**config.mk**
```make
export PLATFORM = sky130hd
export DESIGN_NAME = lcd_note_writer
export DESIGN_NICKNAME = d
export VERILOG_FILES = /design/src/rtl/lcd_note_writer.sv
export SDC_FILE = /design/constraint.sdc
export NUM_CORES = 1
export LEC_CHECK = 0
export ABC_AREA = 0
export BUFFER_PORTS_ARGS = -buffer_cell sky130_fd_sc_hd__buf_2
export CAP_MARGIN = 20
export CORE_MARGIN = 5
export CORE_UTILIZATION = 55
export DETAILED_ROUTE_END_ITERATION = 12
export GPL_ROUTABILITY_DRIVEN = 0
export HOLD_SLACK_MARGIN = 0.03
export MAX_ROUTING_LAYER = met4
export PLACE_DENSITY_LB_ADDON = 0.2
export SLEW_MARGIN = 10
export SYNTH_ARGS = -nofsm -noshare
export SYNTH_HDL_FRONTEND = slang
export SYNTH_SLANG_ARGS = --single-unit
```
**constraint.sdc**
```tcl
create_clock -name clk -period 5 [get_ports clk]
set_clock_uncertainty 0.2 [all_clocks]
set_input_delay 0 -clock clk [delete_from_list [all_inputs] [get_ports clk]]
set_output_delay 0 -clock clk [all_outputs]
set_load 0.02 [all_outputs]
```
**src/rtl/lcd_note_writer.sv**
```systemverilog
// HD44780 8-bit write-only driver: power-up init, then rewrites a two-character
// note field whenever the converter's {letter, number} differs from what is shown.
module lcd_note_writer #(
    parameter int unsigned PWR_WAIT = 720000,
    parameter int unsigned EN_HIGH  = 24,
    parameter int unsigned CMD_WAIT = 2400,
    parameter int unsigned CLR_WAIT = 96000,
    parameter logic [6:0]  ADDR     = 7'h00
) (
    input  logic       clk,
    input  logic       reset,
    input  logic [7:0] letter,
    input  logic [7:0] number,
    output logic       lcd_rs,
    output logic       lcd_rw,
    output logic       lcd_e,
    output logic [7:0] lcd_db,
    output logic       busy,
    output logic       init_done
);

    localparam int unsigned MaxWait = (PWR_WAIT > CLR_WAIT) ? PWR_WAIT : CLR_WAIT;
    localparam int unsigned CntW    = $clog2(MaxWait + 1);

    localparam logic [CntW-1:0] PwrLast   = CntW'(PWR_WAIT);
    localparam logic [CntW-1:0] PulseLast = CntW'(EN_HIGH - 1);
    localparam logic [CntW-1:0] CmdLast   = CntW'(CMD_WAIT - 1);
    localparam logic [CntW-1:0] ClrLast   = CntW'(CLR_WAIT - 1);

    typedef enum logic [2:0] {
        StPwrup, StInit, StIdle, StWrAddr, StWrCh1, StWrCh2
    } state_e;

    typedef enum logic [1:0] {
        PhSetup, PhPulse, PhWait
    } phase_e;

    state_e          state_q;
    phase_e          phase_q;
    logic [CntW-1:0] cnt_q;
    logic [1:0]      init_idx_q;
    logic [15:0]     shown_q;
    logic [15:0]     snap_q;
    logic            lcd_rs_q;
    logic            lcd_e_q;
    logic [7:0]      lcd_db_q;
    logic            busy_q;
    logic            init_done_q;

    state_e          nxt_state;
    logic [1:0]      nxt_idx;
    logic            nxt_rs;
    logic [7:0]      nxt_db;
    logic            nxt_idle;
    logic [CntW-1:0] wait_last;

    function automatic logic [7:0] init_cmd(input logic [1:0] idx);
        case (idx)
            2'd0:    return 8'h38;
            2'd1:    return 8'h0C;
            2'd2:    return 8'h01;
            default: return 8'h06;
        endcase
    endfunction

    // Only the Clear Display command needs the long post-pulse wait.
    always_comb begin
        wait_last = (!lcd_rs_q && lcd_db_q == 8'h01) ? ClrLast : CmdLast;
    end

    // What follows the transfer currently in flight.
    always_comb begin
        nxt_state = state_q;
        nxt_idx   = init_idx_q;
        nxt_rs    = 1'b0;
        nxt_db    = lcd_db_q;
        nxt_idle  = 1'b0;
        case (state_q)
            StInit: begin
                if (init_idx_q == 2'd3) begin
                    nxt_idle = 1'b1;
                end else begin
                    nxt_idx = init_idx_q + 2'd1;
                    nxt_db  = init_cmd(init_idx_q + 2'd1);
                end
            end
            StWrAddr: begin
                nxt_state = StWrCh1;
                nxt_rs    = 1'b1;
                nxt_db    = snap_q[15:8];
            end
            StWrCh1: begin
                nxt_state = StWrCh2;
                nxt_rs    = 1'b1;
                nxt_db    = snap_q[7:0];
            end
            default: nxt_idle = 1'b1;
        endcase
    end

    always_ff @(posedge clk or posedge reset) begin
        if (reset) begin
            state_q     <= StPwrup;
            phase_q     <= PhSetup;
            cnt_q       <= '0;
            init_idx_q  <= 2'd0;
            shown_q     <= 16'h2020;
            snap_q      <= 16'h2020;
            lcd_rs_q    <= 1'b0;
            lcd_e_q     <= 1'b0;
            lcd_db_q    <= 8'h00;
            busy_q      <= 1'b1;
            init_done_q <= 1'b0;
        end else begin
            case (state_q)
                StPwrup: begin
                    if (cnt_q == PwrLast) begin
                        state_q    <= StInit;
                        phase_q    <= PhSetup;
                        init_idx_q <= 2'd0;
                        lcd_rs_q   <= 1'b0;
                        lcd_db_q   <= init_cmd(2'd0);
                        cnt_q      <= '0;
                    end else begin
                        cnt_q <= cnt_q + CntW'(1);
                    end
                end
                StIdle: begin
                    if ({letter, number} != shown_q) begin
                        snap_q   <= {letter, number};
                        busy_q   <= 1'b1;
                        state_q  <= StWrAddr;
                        phase_q  <= PhSetup;
                        lcd_rs_q <= 1'b0;
                        lcd_db_q <= {1'b1, ADDR};
                        cnt_q    <= '0;
                    end
                end
                default: begin
                    case (phase_q)
                        PhSetup: begin
                            phase_q <= PhPulse;
                            lcd_e_q <= 1'b1;
                            cnt_q   <= '0;
                        end
                        PhPulse: begin
                            if (cnt_q == PulseLast) begin
                                phase_q <= PhWait;
                                lcd_e_q <= 1'b0;
                                cnt_q   <= '0;
                            end else begin
                                cnt_q <= cnt_q + CntW'(1);
                            end
                        end
                        default: begin
                            if (cnt_q == wait_last) begin
                                cnt_q   <= '0;
                                phase_q <= PhSetup;
                                if (nxt_idle) begin
                                    state_q <= StIdle;
                                    busy_q  <= 1'b0;
                                    if (state_q == StInit) init_done_q <= 1'b1;
                                    if (state_q == StWrCh2) shown_q <= snap_q;
                                end else begin
                                    state_q    <= nxt_state;
                                    init_idx_q <= nxt_idx;
                                    lcd_rs_q   <= nxt_rs;
                                    lcd_db_q   <= nxt_db;
                                end
                            end else begin
                                cnt_q <= cnt_q + CntW'(1);
                            end
                        end
                    endcase
                end
            endcase
        end
    end

    assign lcd_rs    = lcd_rs_q;
    assign lcd_rw    = 1'b0;
    assign lcd_e     = lcd_e_q;
    assign lcd_db    = lcd_db_q;
    assign busy      = busy_q;
    assign init_done = init_done_q;

endmodule

```
==> impl_results.md <==
- Fin Setup TNS: 0 ns
- Fmax: 315 MHz
- Pre-antenna DRT Iters: 7
- Die X: 94.3 um
- Drt drc: 0
- R2R Path End: snap_q[1]$_DFFE_PP0P_
- Cells after Synth: 368
- Worst Setup EP: snap_q[1]$_DFFE_PP0P_
- Vias in the first global route: 2918
- Critical path class: register to register
- Critical R2R Launch: shown_q[5]$_DFFE_PP1P_
- Number of flops mapped to enable cells by yosys: 0
- Post-DP HPWL: 5990 um
- Final net count: 431
- # IOs: 31
- Cell family with most CP delay: simple AND/OR/NAND/NOR gates
- Peak VDD IR: 0.000154 V
- Commonest non-fill, non-tap cell in the layout: dfrtp_1
- Leak: 0.00203 uW
- Crit path time final: 3.18 ns
- Worst skew pair latency: 0.37 ns
- Status: complete, no violations
- Syn Area/Cell: 10.6 um^2
- Tcrit/Tclk final: 63.5%
- Async set or reset register ratio after synthesis: 100%
- Buffers and inverters on the worst path: 0
- Clock sinks: 71
- Pwr/cell area: 242 mW/mm^2
- RSZ-0062 raised after global routing: false
- Die height: 94.3 um
- ANT cells: 0
- Post_cts resized: 0
- Top Metal Used: met4
- Max stage delay on crit path: 0.88 ns
- Clk buf depth: 2
- DIE AREA: 0.00888 mm^2
- Arr. time, crit path: 3.23 ns
- Critical Path Stages: 5
- Clock tree root driver cell: clkbuf_8
- Critical path launch point type: register
- Vias: 2960
- Synthesis-stage register bit count: 71
- Cell count after placement: 475
- Drt via density: 5.83
- Row count: 30
- Synth Net Count: 392
- Area taken by multi-input logic gates: 0.00196 mm^2
- WL final: 8550 um
- Hold Vio Cnt, Final: 0
- Met3 WL: 427 um
- Overflow after GRT: 0
- Synth cell types: 62
- MaxCap Viol Count: 0
- Layout Cells excl Fill: 508
- Most frequent cells in the layout: 66 x dfrtp_1, 31 x nor2_1, 31 x mux2_2
- Register Area: 0.00178 mm^2
- Slowest cell on crit path: nand3_1
- Sequential fraction of the synthesis area: 45.7%
- Critical path required time: 5.05 ns
- Proportion of layout cells with a drive suffix above 1: 25.7%
- Met1 WL: 4270 um
- Largest net degree at the start of global routing: 72
- Total core area: 0.00687 mm^2
- Synth Flop Type: dfrtp_1
- First-pass GRT wire length: 14700 um
- Overall routing resource usage: 22.2%
- Slew @ Worst Pin: 0.870 ns
- Final Slew Violations: 0
- FF-to-FF setup slack: 1.82 ns
- CTS tree: done
- Worst-path clk slew: 0.08 ns
- Post-Syn Area: 0.00390 mm^2
- Ys Warns: 0
- Worst Hold Class: input port to register
- Area Overhead vs Synth: 13.1%
- Worst slew margin: 42.0%
- Inserted Clock Buffers: 9
- Initial Utilization: 56.8%
- H-tree levels: 3
- Met2 routed WL: 3660 um
- R2R depth: 5
- Fill cell count: 572
- Initial DRC Count: 203
- Final setup violation count: 0
- Wire per inst: 16.8 um
- Initial antenna violation count: 0
- ANT nets after route: 0
- IO buf count: 29
- Crit-path max FO: 18
- Element type at the critical path end: register
- Critical Path Source: shown_q[5]$_DFFE_PP1P_
- CP cell instances: xor2_1, nor4_1, nand4_1, nand3_1, mux2_2
-- report_power, final --
part           switching (uW)  total (uW)  internal [uW]
registers                5.60         582            577
logic                    27.5        48.1           20.6
clock network             251         440            189
-- sequential cells by signal, indices dropped and copies added (netlist names) --
register,flops
init_idx_q,2
snap_q,16
lcd_db,8
init_done,1
busy,1
shown_q,16
state_q,3
phase_q,2
lcd_rs,1
lcd_e,1
cnt_q,20
-- logic make-up after synthesis --
family          share of synthesized area, %
simple gates                            15.9
compound gates                          10.9
mux                                     14.9
fa+ha+maj                               1.92
xor+xnor                                6.50
other cells                           0.0960
flops                                   45.7
buf+inv                                 4.04
-- worst min-delay path by stage --
stage	start	endpoint	slack, ns	depth (start not counted)
4_1_cts	letter[0]	snap_q[8]$_DFFE_PP0P_	0.20	3
3_3_place_gp	number[7]	snap_q[7]$_DFFE_PP0P_	0.06	2
5_1_grt	number[7]	snap_q[7]$_DFFE_PP0P_	0.23	3
3_5_place_dp	letter[0]	snap_q[8]$_DFFE_PP0P_	0.06	2
2_1_floorplan	number[0]	snap_q[0]$_DFFE_PP0P_	-0.05	1
6_report	letter[0]	snap_q[8]$_DFFE_PP0P_	0.21	3
-- cell usage after synthesis (all sizes together) (2+ instances only) --
cell     instances  share of area, %
nand4            8               1.3
a21oi            5              0.64
mux2i            6               1.9
or2              3              0.48
or3              5              0.80
nor2            31               3.0
o211ai           2              0.38
nor4            11               2.1
a221oi           2              0.45
o21ai           22               2.8
buf              8               1.9
inv             11               1.1
o31ai            4              0.77
and3             2              0.45
o221ai           2              0.45
a22oi            4              0.77
or4              2              0.48
ha               6               1.9
clkbuf          11               1.1
o2111ai          3              0.83
nand2           28               2.7
nor3             8               1.0
dfrtp           66                42
mux2            42                13
nand2b           2              0.32
o21bai           3              0.58
dfstp            5               3.4
nand3           15               2.1
xor2            29               6.5
and2             2              0.35
o22ai            4              0.64
a31oi            2              0.32
-- area by class of cell --
cell class	instances	area share [%]
clock inverters	7	1.39
clock buffers	9	2.80
multi-input cells	267	44.5
inverters	11	0.935
flip-flops and latches	71	40.4
repair buffers	47	7.31
well taps	96	2.72
-- repair_timing --
item,CTS,global route
hold endpoints to repair,82,0
hold buffers,17,0
buffers inserted,0,0
-- worst register-to-register path: stages, from the launching register on --
cell and delay (ns):
dfstp_2 0.54, xor2_1 0.06, nor4_1 0.34, nand4_1 0.61, nand3_1 0.88, mux2_2 0.42
-- through the flow --
| step | power, uW | cell area, um^2 | setup slack [ns] | util, % | hold WS (ns) |
|---|---|---|---|---|---|
| global placement | 632 | 4060 | 1.89 | 59.1 | 0.0583 |
| CTS | 1080 | 4420 | 1.77 | 64.3 | 0.199 |
| floorplan | 616 | 3910 | 2.45 | - | -0.0494 |
| global route | 1120 | 4420 | 1.63 | 64.3 | 0.227 |
| detailed placement | 632 | 4060 | 1.79 | 59.1 | 0.0630 |
| finish | 1070 | 4420 | 1.82 | 64.3 | 0.209 |
-- metal layers --
layer / up-vias / track usage (%)
met4: 0 / 9.03
met1: 1439 / 32.1
li1: 1409 / -
met2: 96 / 30.4
met3: 16 / 4.49
met5: - / -
(Power assumes the default switching activity.)
